--- src/rtl/freq_sweep_ctrl.sv ---
// Frequency sweep controller: steps a frequency word for a CORDIC generator
// from f_start towards f_stop, holding each value for a programmable dwell.
module freq_sweep_ctrl #(
  parameter logic [31:0] DEF_FREQ  = 32'd50,
  parameter logic [31:0] DEF_DISCR = 32'd8000,
  parameter int          IDX_W     = 16
) (
  input  logic             clk,
  input  logic             rst_n,
  input  logic             start,
  input  logic             abort,
  input  logic [31:0]      f_start,
  input  logic [31:0]      f_stop,
  input  logic [31:0]      f_step,
  input  logic [31:0]      dwell,
  input  logic [31:0]      discr_cfg,
  output logic [31:0]      out_freq,
  output logic [31:0]      discr_freq,
  output logic             busy,
  output logic             done,
  output logic             err,
  output logic             step_strobe,
  output logic [IDX_W-1:0] step_idx,
  output logic [1:0]       dbg_state
);

  typedef enum logic [1:0] {
    S_IDLE  = 2'd0,
    S_DWELL = 2'd1,
    S_DONE  = 2'd2
  } state_t;

  state_t           r_state, w_state;
  logic [31:0]      r_out_freq, w_out_freq;
  logic [31:0]      r_discr_freq, w_discr_freq;
  logic             r_busy, w_busy;
  logic             r_done, w_done;
  logic             r_err, w_err;
  logic             r_strobe, w_strobe;
  logic [IDX_W-1:0] r_idx, w_idx;
  logic [31:0]      r_cnt, w_cnt;
  logic [31:0]      r_stop, w_stop;
  logic [31:0]      r_step, w_step;
  logic [31:0]      r_dwell, w_dwell;

  logic             w_cfg_bad;
  logic [32:0]      w_sum;
  logic             w_last;

  // Widened compares so neither the doubled stop nor the next frequency can wrap.
  assign w_cfg_bad = (f_step == 32'd0) || (dwell == 32'd0) || (f_start > f_stop) ||
                     ({f_stop, 1'b0} > {1'b0, discr_cfg});
  assign w_sum     = {1'b0, r_out_freq} + {1'b0, r_step};
  assign w_last    = (r_cnt == (r_dwell - 32'd1));

  always_comb begin
    w_state      = r_state;
    w_out_freq   = r_out_freq;
    w_discr_freq = r_discr_freq;
    w_busy       = r_busy;
    w_done       = 1'b0;
    w_err        = 1'b0;
    w_strobe     = 1'b0;
    w_idx        = r_idx;
    w_cnt        = r_cnt;
    w_stop       = r_stop;
    w_step       = r_step;
    w_dwell      = r_dwell;
    case (r_state)
      S_IDLE: begin
        if (start && !abort) begin
          if (w_cfg_bad) begin
            w_state = S_DONE;
            w_done  = 1'b1;
            w_err   = 1'b1;
          end else begin
            w_state      = S_DWELL;
            w_out_freq   = f_start;
            w_discr_freq = discr_cfg;
            w_idx        = '0;
            w_cnt        = 32'd0;
            w_busy       = 1'b1;
            w_strobe     = 1'b1;
            w_stop       = f_stop;
            w_step       = f_step;
            w_dwell      = dwell;
          end
        end
      end
      S_DWELL: begin
        if (abort) begin
          w_state = S_IDLE;
          w_busy  = 1'b0;
          w_cnt   = 32'd0;
        end else if (w_last) begin
          w_cnt = 32'd0;
          if (w_sum <= {1'b0, r_stop}) begin
            w_out_freq = w_sum[31:0];
            w_idx      = (&r_idx) ? r_idx : r_idx + 1'b1;
            w_strobe   = 1'b1;
          end else begin
            w_state = S_DONE;
            w_busy  = 1'b0;
            w_done  = 1'b1;
          end
        end else begin
          w_cnt = r_cnt + 32'd1;
        end
      end
      S_DONE:  w_state = S_IDLE;
      default: w_state = S_IDLE;
    endcase
  end

  always_ff @(posedge clk or negedge rst_n) begin
    if (!rst_n) begin
      r_state      <= S_IDLE;
      r_out_freq   <= DEF_FREQ;
      r_discr_freq <= DEF_DISCR;
      r_busy       <= 1'b0;
      r_done       <= 1'b0;
      r_err        <= 1'b0;
      r_strobe     <= 1'b0;
      r_idx        <= '0;
      r_cnt        <= 32'd0;
      r_stop       <= 32'd0;
      r_step       <= 32'd0;
      r_dwell      <= 32'd0;
    end else begin
      r_state      <= w_state;
      r_out_freq   <= w_out_freq;
      r_discr_freq <= w_discr_freq;
      r_busy       <= w_busy;
      r_done       <= w_done;
      r_err        <= w_err;
      r_strobe     <= w_strobe;
      r_idx        <= w_idx;
      r_cnt        <= w_cnt;
      r_stop       <= w_stop;
      r_step       <= w_step;
      r_dwell      <= w_dwell;
    end
  end

  assign out_freq    = r_out_freq;
  assign discr_freq  = r_discr_freq;
  assign busy        = r_busy;
  assign done        = r_done;
  assign err         = r_err;
  assign step_strobe = r_strobe;
  assign step_idx    = r_idx;
  assign dbg_state   = r_state;

endmodule

--- config.mk ---
export PLATFORM = sky130hd
export DESIGN_NAME = freq_sweep_ctrl
export DESIGN_NICKNAME = d
export VERILOG_FILES = /design/src/rtl/freq_sweep_ctrl.sv
export SDC_FILE = /design/constraint.sdc
export NUM_CORES = 1
export LEC_CHECK = 0
export CAP_MARGIN = 20
export CORE_MARGIN = 5
export CORE_UTILIZATION = 50
export CTS_CLUSTER_SIZE = 10
export DETAILED_ROUTE_END_ITERATION = 10
export PLACE_DENSITY = 0.75
export SLEW_MARGIN = 0
export SYNTH_ARGS = -nofsm -noshare
export SYNTH_HDL_FRONTEND = slang
export SYNTH_SLANG_ARGS = --single-unit
--- constraint.sdc ---
create_clock -name clk -period 7.4 [get_ports clk]
set_input_delay 1.11 -clock clk [delete_from_list [all_inputs] [get_ports clk]]
set_output_delay 1.11 -clock clk [all_outputs]
set_load 0.01 [all_outputs]
==> metrics, run 1 <==
Post-synth EDFFs 0; Hold Buf Count CTS 0; asr flop ratio synth 100%; r2r setup slk 1.39 ns; register area 5370 um^2; Die W 179 um; Main synth FF type dfrtp_1; vias in the first global route 13100; area post-placement 17000 um^2; number of top-level pins 250; Tmin final 6.01 ns; IO buf count 249; Cell Rows 61; GRT overflow 0; TritonRoute pass-1 iters 5; pin count of the biggest net entering global routing 181; worst vdd ir 0.217 mV; Crit. End Element flip-flop; die area 31900 um^2; unrepaired setup endpoints after global routing false; Peak Freq 0.166 GHz; Total Routing Usage GR 27.0%; Slew Limit Headroom 27.1%; H-tree depth 1; Worst-path clk slew 0.06 ns; Synth Area per Inst 8.42 um^2; Clock Skew 0.0146 ns; Unique masters post-synth 71; total clock sinks 214; Reg2Reg Depth 21; Post-DRT Antenna Nets 0; Starting Density 50.9%; Area Growth Syn to Fin 25.5%; Hold Vio Cnt, Final 0; post-route design area 17900 um^2; final period utilization 81.2%; P_leak 8.44 nW; synthesized area 14200 um^2; Core Footprint 27900 um^2; DRT iter0 DRCs 1005; CTS tree built; max-slew violation count 0; dpl hpwl 33300 um; synth warn 0; die height 179 um; ANT cells 0; Synth top area share 36.1%; HP Class in2async; final routed DRC violation total 0; origin of the critical flop-to-flop path out_freq[1]; Post-CTS Repair Setup Buffers 0; layout cells sized above 1 3.94%; WS Path Type reg2reg; initial antenna violation count 3; ranking of synthesized cells by area dfrtp_1 36%, ha_1 11%, nand2_1 8.8%; pwr dens 347 nW/um^2; final setup fails 0; critical path arrival 6.43 ns; Clock Tree Root clkbuf_16; GPL Wtd Cong 0.930; FILL cells 2400; cell taking the most area after synthesis dfrtp_1; footprint of the multi-input gates 8170 um^2; Post-Synthesis Cells 1690; Seq/Total Area, Yosys 37.7%; total CTS buffers 27; outcome completed; CP Max Fanout 39; final net count 2205; syn_nets 1985; per-cell routed wire length 18.9 um; Least-Margin Pin Slew 1.09 ns; routed via count 13100; max-cap violation count 0; post-CTS sizing 0; CP required 7.82 ns; clk buf depth 3; first-pass GRT wire length 68800 um; hold_ws 0.471 ns; WL final 43500 um; flops & latches, synth 214; post-route setup TNS 0 ns; drt via density 5.66; worst-skew pair later-pin latency 0.54 ns; startpoint class of the critical path flip-flop; reg-to-reg endpoint out_freq[16]
==> worst max path at each step <==
stage | end | slack, ns | cells after the start | from
after CTS | out_freq[16] | 1.37 | 21 | out_freq[1]
after global routing | out_freq[16] | 0.98 | 21 | out_freq[1]
final | out_freq[16] | 1.39 | 21 | out_freq[1]
after global placement | out_freq[20] | 1.59 | 21 | out_freq[1]
after detailed placement | out_freq[16] | 1.42 | 21 | out_freq[1]
after floorplan | step_idx[0] | 2.48 | 21 | out_freq[5]
==> cells by family (layout without fill, tap and decap cells) <==
kind of cell | count (synthesis) | after routing | share of synthesized area (%)
flops | 214 | 214 | 37.7
fa+ha+maj | 131 | 131 | 11.6
simple gates | 669 | 669 | 21.8
compound gates | 388 | 388 | 17.0
xor+xnor | 86 | 86 | 5.39
buf+inv | 182 | 421 | 5.06
mux | 20 | 20 | 1.44
==> stage by stage <==
stage / utilization (%) / power, mW / cells / setup WS (ns)
after floorplan: - / 3.81 / 1690 / 2.48
after global placement: 60.9 / 4.82 / 2259 / 1.59
after detailed placement: 60.9 / 4.90 / 2259 / 1.42
after CTS: 63.9 / 6.19 / 2307 / 1.37
after global routing: 63.9 / 6.65 / 2307 / 0.984
final: 63.9 / 6.19 / 2307 / 1.39
==> cells in the mapped netlist (12+ instances only) <==
master    number
o21ai_0      136
a21oi_1       80
nand4_1       43
clkbuf_1      51
nor4_1        28
nand2b_1      12
dfrtp_1      205
nor2b_1       14
mux2i_1       16
and3_1        19
ha_1         130
nand3_1       42
inv_1        115
nor2_1        97
o21a_1        25
a21o_1        52
nor3_1        22
xor2_1        47
xnor2_1       38
nand2_1      335
==> cells in the final DEF (no fill, tap or decap), drive strengths merged, types with 5 or more instances in the layout <==
cell type	n
and2	10
o21ai	140
xnor2	38
a21o	52
o31ai	11
o41ai	10
nor4	30
dfstp	9
a211o	5
and4	5
clkdlybuf4s50	248
a21oi	80
nor3	22
mux2i	16
o21a	25
inv	115
or3	10
nand3	43
clkbuf	46
a211oi	8
and3	19
nand4	43
ha	130
nor2b	14
a21boi	5
nor2	97
nand2	335
dfrtp	205
o22ai	6
buf	9
or4	10
o21bai	6
nand2b	12
nor3b	6
o211ai	10
xor2	47
==> worst max-delay path: stages (launching register included) <==
cell and delay [ns]:
dfstp_2 0.55, ha_1 0.25, a211oi_1 0.26, o21ai_0 0.23
o311a_1 0.38, o311ai_0 0.60, a21oi_1 0.25, a22oi_1 0.26
o21ai_0 0.12, a21oi_1 0.18, xnor2_1 0.11, ha_1 0.30
nand3_1 0.11, nor2_1 0.21, nand3_1 0.10, nor3_1 0.19
and2_1 0.14, nor3_1 0.08, nor2_1 0.30, a21o_2 0.42
buf_4 0.45, mux2_2 0.39
==> power breakdown <==
part,total (mW),switching [mW],internal (mW)
combinational,3.13,1.73,1.40
sequential,1.82,0.320,1.50
clock,1.25,0.507,0.739
==> flip-flops by register name, summed over array words and instances, names as in the netlist <==
signal       cells
r_step          32
step_strobe      1
err              1
r_stop          32
done             1
busy             1
step_idx        16
out_freq        32
r_dwell         32
discr_freq      32
r_cnt           32
dbg_state        2
==> routing by layer <==
layer  wire length [um]  track usage (%)  vias up  part of all wire (%)
met2              19900             44.5      434                    46
met4               2000             11.1        6                   4.6
li1                   -                -     6338                     -
met3               3100             6.33      109                   7.1
met1              18500             34.4     6171                    42
met5                 31                0        -                 0.071
==> final cells by class <==
cell class	instances	area share [%]
Tap cell	378	2.65
Clock buffer	45	4.56
Multi-Input combinational cell	1294	45.7
Clock inverter	3	0.0841
Inverter	115	2.42
Timing Repair Buffer	258	14.5
Sequential cell	214	30.1
Power figures use the tool's default switching activity.
==> run 2, diff against run 1 <==
- CORE_UTILIZATION: 50 -> 49
- PLACE_DENSITY: 0.75 -> 0.77
- clock period: 7.4 -> 5.45 ns (I/O delays scaled with it)
==> run 2 against run 1 <==
Combinational power up 39%. Setup slack worse by 1.1 ns. Die area is 1.9% higher. Clock-buffer cell count decreased by 8. Global-route usage shrank 1.3 points. Clock skew increased by 0.0041 ns. Non-clock buffer count grew 11. Critical path depth fell by 3. Routed wire length shrank 1.2%. Critical endpoint is now out_freq[25]. Largest power group unchanged.
==> metrics, run 2 (synthesized netlist as in run 1, its figures left out) <==
worst vdd ir 0.291 mV (was 0.217 mV); die height 180 um (was 179 um); WS Path Type reg2reg (unchanged); ANT cells 0 (unchanged); GPL Wtd Cong 0.887 (was 0.930); pwr dens 469 nW/um^2 (was 347 nW/um^2); post-CTS sizing 0 (unchanged); CP Max Fanout 57 (was 39); post-route design area 18000 um^2 (was 17900 um^2); reg-to-reg endpoint out_freq[25] (was out_freq[16]); Post-CTS Repair Setup Buffers 0 (unchanged); Area Growth Syn to Fin 26.8% (was 25.5%); first-pass GRT wire length 69400 um (was 68800 um); routed via count 13100 (about the same); Least-Margin Pin Slew 1.08 ns (was 1.09 ns); most frequent cells in the layout 335 x nand2_1, 248 x clkdlybuf4s50_1, 205 x dfrtp_1 (unchanged); final net count 2216 (was 2205); per-cell routed wire length 18.6 um (was 18.9 um); total clock sinks 214 (unchanged); total CTS buffers 27 (unchanged); origin of the critical flop-to-flop path out_freq[1] (unchanged); area post-placement 17200 um^2 (was 17000 um^2); Core Footprint 28700 um^2 (was 27900 um^2); Die W 180 um (was 179 um); layout cells sized above 1 4.60% (was 3.94%); H-tree depth 1 (unchanged); Hold Vio Cnt, Final 0 (unchanged); Clock Tree Root clkbuf_16 (unchanged); leading cell type in the layout, fill and taps excluded nand2_1 (unchanged); TritonRoute pass-1 iters 7 (was 5); outcome completed (unchanged); Hold Buf Count CTS 0 (unchanged); number of top-level pins 250 (unchanged); final routed DRC violation total 0 (unchanged); Slew Limit Headroom 28.2% (was 27.1%); initial antenna violation count 1 (was 3); Tmin final 5.17 ns (was 6.01 ns); Worst-path clk slew 0.06 ns (about the same); HP Class in2async (unchanged); WL final 43000 um (was 43500 um); IO buf count 249 (unchanged); worst-skew pair later-pin latency 0.54 ns (about the same); max-cap violation count 0 (unchanged); dpl hpwl 33800 um (was 33300 um); post-route setup TNS 0 ns (unchanged); Post-DRT Antenna Nets 0 (unchanged); critical path arrival 5.58 ns (was 6.43 ns); total power 8.46 mW (was 6.19 mW); DRT iter0 DRCs 726 (was 1005); startpoint class of the critical path flip-flop (unchanged); CTS tree built (unchanged); Cell Rows 62 (was 61); Peak Freq 0.194 GHz (was 0.166 GHz); GRT overflow 0 (unchanged); r2r setup slk 0.28 ns (was 1.39 ns); Total Routing Usage GR 25.8% (was 27.0%); Crit. End Element flip-flop (unchanged); P_leak 8.53 nW (was 8.44 nW); Clock Skew 0.0187 ns (was 0.0146 ns); Reg2Reg Depth 18 (was 21); die area 32500 um^2 (was 31900 um^2); max-slew violation count 0 (unchanged); CP required 5.86 ns (was 7.82 ns); Final Util 62.8% (was 63.9%); drt via density 5.63 (was 5.66); vias in the first global route 13100 (about the same); pin count of the biggest net entering global routing 125 (was 181); hold_ws 0.131 ns (was 0.471 ns); final setup fails 0 (unchanged); clk buf depth 3 (unchanged); final period utilization 94.8% (was 81.2%); Starting Density 49.6% (was 50.9%)
-- run 2: cell count changes in the layout (fill, tap and decap cells not counted), sizes merged --
cell / previous run / this run
buf: 9 / 20
clkbuf: 46 / 38
clkinv: 3 / 5
bufinv: 0 / 1
-- run 2: how the worst max path moves through the flow --
stage | from | to | slack [ns] | cells after the start
floorplan | out_freq[5] | step_idx[0] | 0.53 | 21
global placement | out_freq[5] | step_idx[13] | 0.19 | 22
detailed placement | out_freq[5] | step_idx[11] | 0.09 | 22
CTS | out_freq[5] | step_idx[11] | 0.04 | 22
global route | out_freq[1] | out_freq[10] | -0.002 | 20
finish | out_freq[1] | out_freq[25] | 0.28 | 18
-- run 2: power by group --
group,switching [mW],internal [mW],total (mW)
clock,0.663,0.959,1.62
combinational,2.39,1.97,4.36
sequential,0.440,2.04,2.48
total,3.49,4.97,8.46
-- run 2: stage by stage --
stage | setup WS [ns] | std cells
finish | 0.284 | 2319
detailed placement | 0.0875 | 2275
CTS | 0.0369 | 2318
floorplan | 0.530 | 1690
global placement | 0.193 | 2275
global route | -0.00216 | 2319
-- run 2: cell type report --
class	instances	area [um^2]
Timing Repair Buffer	269	2760
Fill cell	2440	10700
Clock buffer	37	723
Sequential cell	214	5370
Inverter	115	432
Multi-Input combinational cell	1294	8220
Tap cell	384	480
Clock inverter	6	55.1
-- run 2: routing by layer --
layer	GRT usage [%]	wire, um
met5	0	13
met3	5.75	2760
met4	8.44	1540
met1	33.6	18500
met2	42.8	20200
-- run 2: critical path, cell delays in order (launching register included) --
cell and delay [ns]:
dfstp_2 0.56, ha_1 0.26, a211oi_1 0.23, o21ai_0 0.16, o311a_1 0.38, or3_1 0.35, a21oi_1 0.21, xnor2_1 0.15
ha_1 0.30, nand4_1 0.12, nor4_1 0.47, a21boi_0 0.35, o32a_1 0.21, nor3_1 0.05, nor3_1 0.41, nor2_1 0.11
a21o_1 0.22, buf_12 0.19, mux2_2 0.29
==> run 3, diff against run 2 <==
- REMOVE_ABC_BUFFERS: default -> 1
- TNS_END_PERCENT: default -> 1
==> run 3 against run 2 <==
Via count is 0.24% higher. Fmax hardly changed. Total power is 0.24% lower. Clock power hardly changed. Final area hardly changed. Core utilization hardly changed. Global-route usage is 0.20 points higher. Largest power group unchanged. Highest routed layer unchanged.
==> metrics, run 3 (synthesized netlist as in run 1, its figures left out) <==
final net count 2219 (was 2216); CP Max Fanout 57 (unchanged); Starting Density 49.6% (unchanged); GPL Wtd Cong 0.892 (was 0.887); worst-skew pair later-pin latency 0.53 ns (was 0.54 ns); Total Routing Usage GR 26.0% (was 25.8%); Least-Margin Pin Slew 0.911 ns (was 1.08 ns); P_leak 8.51 nW (was 8.53 nW); Cell Rows 62 (unchanged); Area Growth Syn to Fin 26.7% (was 26.8%); IO buf count 249 (unchanged); routed via count 13100 (about the same); total CTS buffers 26 (was 27); startpoint class of the critical path flip-flop (unchanged); placed insts 2277 (was 2275); HP Class in2async (unchanged); dpl hpwl 33100 um (was 33800 um); FILL cells 2431 (was 2440); CP max stage cell dfstp_2 (unchanged); critical path arrival 5.58 ns (about the same); clk buf depth 3 (unchanged); Die W 180 um (unchanged); total power 8.44 mW (was 8.46 mW); max-slew violation count 0 (unchanged); most frequent cells in the layout 335 x nand2_1, 248 x clkdlybuf4s50_1, 205 x dfrtp_1 (unchanged); Crit. End Element flip-flop (unchanged); ANT cells 0 (unchanged); max incr delay on CP 0.56 ns (about the same); Final Non-Filler Cells 2321 (was 2319); final routed DRC violation total 0 (unchanged); number of top-level pins 250 (unchanged); worst vdd ir 0.273 mV (was 0.291 mV); per-cell routed wire length 18.6 um (about the same); worst slack, placed -0.0344 ns (was 0.0875 ns); Slew Limit Headroom 38.8% (was 28.2%); post-route setup TNS 0 ns (unchanged); GRT overflow 0 (unchanged); vias in the first global route 13300 (was 13100); CP Cell Sequence ha_1, a211oi_2, o21ai_2, o311a_1, or3_1, a21oi_1, xnor2_1, ha_1, nand4_1, nor4_2, a21boi_0, o32a_1, nor3_1, nor3_1, nor2_2, a21o_2, buf_12, mux2_2 (was ha_1, a211oi_1, o21ai_0, o311a_1, or3_1, a21oi_1, xnor2_1, ha_1, nand4_1, nor4_1, a21boi_0, o32a_1, nor3_1, nor3_1, nor2_1, a21o_1, buf_12, mux2_2); WL final 43100 um (was 43000 um); Tmin final 5.16 ns (was 5.17 ns); CP required 5.87 ns (was 5.86 ns); layout cells sized above 1 5.01% (was 4.60%); die area 32500 um^2 (unchanged); pwr dens 468 nW/um^2 (was 469 nW/um^2); DRT iter0 DRCs 851 (was 726); Core Footprint 28700 um^2 (unchanged); Final WS setup 0.287 ns (was 0.284 ns); first-pass GRT wire length 70100 um (was 69400 um); drt via density 5.64 (was 5.63); H-tree depth 1 (unchanged); Worst-path clk slew 0.06 ns (about the same); die height 180 um (unchanged); pin count of the biggest net entering global routing 135 (was 125); max-cap violation count 0 (unchanged); TritonRoute pass-1 iters 5 (was 7); outcome completed (unchanged); initial antenna violation count 1 (unchanged); Hold Vio Cnt, Final 0 (unchanged); Clock Tree Root clkbuf_16 (unchanged); Peak Freq 0.194 GHz (about the same); leading cell type in the layout, fill and taps excluded nand2_1 (unchanged); CTS tree built (unchanged); Clock Skew 0.0233 ns (was 0.0187 ns); total clock sinks 214 (unchanged); WS Path Type reg2reg (unchanged); final period utilization 94.7% (was 94.8%); final setup fails 0 (unchanged); Post-DRT Antenna Nets 0 (unchanged)
==> run 3: changes by cell type in the layout (fill, tap and decap cells not counted), sizes merged <==
cell    before  now
buf         20   24
clkinv       5    0
clkbuf      38   41
==> run 3: worst paths after layout <==
kind                        startpoint             end  slack, ns  cells past startpoint
max in group asynchronous        rst_n        r_cnt[5]       3.98                      2
min in group clk            r_stop[28]      r_stop[28]       0.47                      2
max                        out_freq[1]    out_freq[20]       0.29                     18
max reg2reg                out_freq[1]    out_freq[20]       0.29                     18
min reg2reg                 r_stop[28]      r_stop[28]       0.47                      2
min                              rst_n  discr_freq[22]       0.29                      1
==> run 3: timing repair <==
item / CTS / global route
hold buffers: 0 / 0
cloned: 0 / 0
setup buffers: 0 / 3
pin swaps: 0 / 1
endpoints found under the setup margin: 7 / 48
gates resized for setup: 2 / 13
hold endpoints to repair: 0 / 0
==> run 3: cell type report <==
class | instances | area (um^2) | area share, %
repair buffers | 273 | 2720 | 15.1
well taps | 384 | 480 | 2.67
inverters | 115 | 432 | 2.40
flip-flops and latches | 214 | 5370 | 29.8
clock buffers | 40 | 754 | 4.19
clock inverters | 1 | 30.0 | 0.167
multi-input cells | 1294 | 8240 | 45.7
==> run 3: worst max-delay path: cells and delay by family, from the launching register on <==
family / cells / cell delay, ns
AOI/OAI and AO/OA: 7 / 1.82
xor gates and xnor gates: 1 / 0.13
adders and majority gates: 2 / 0.55
buffers and inverters: 1 / 0.17
DFF: 1 / 0.56
muxes: 1 / 0.31
and+or+nand+nor: 6 / 1.46
==> run 3: layer usage <==
layer	vias up	share of wire, %	track usage (%)
met5	-	0.028	0
met3	84	6.8	4.86
met2	408	45	42.1
met1	6241	45	36.0
li1	6364	-	-
met4	2	3.0	7.05
==> run 3: per-stage QoR <==
step | hold slack (ns) | utilization [%] | area (um^2)
final | 0.291 | 62.8 | 18000
after global routing | 0.355 | 62.8 | 18000
after CTS | 0.331 | 62.5 | 17900
after detailed placement | 0.464 | 59.7 | 17100
after global placement | 0.458 | 59.7 | 17100
after floorplan | 0.443 | - | 13900
==> run 3: power breakdown <==
part           leakage [nW]  internal (mW)  switching (mW)
clock                 0.380          0.983           0.661
sequential             2.72           2.04           0.416
combinational          5.41           1.94            2.40
total                  8.51           4.96            3.48
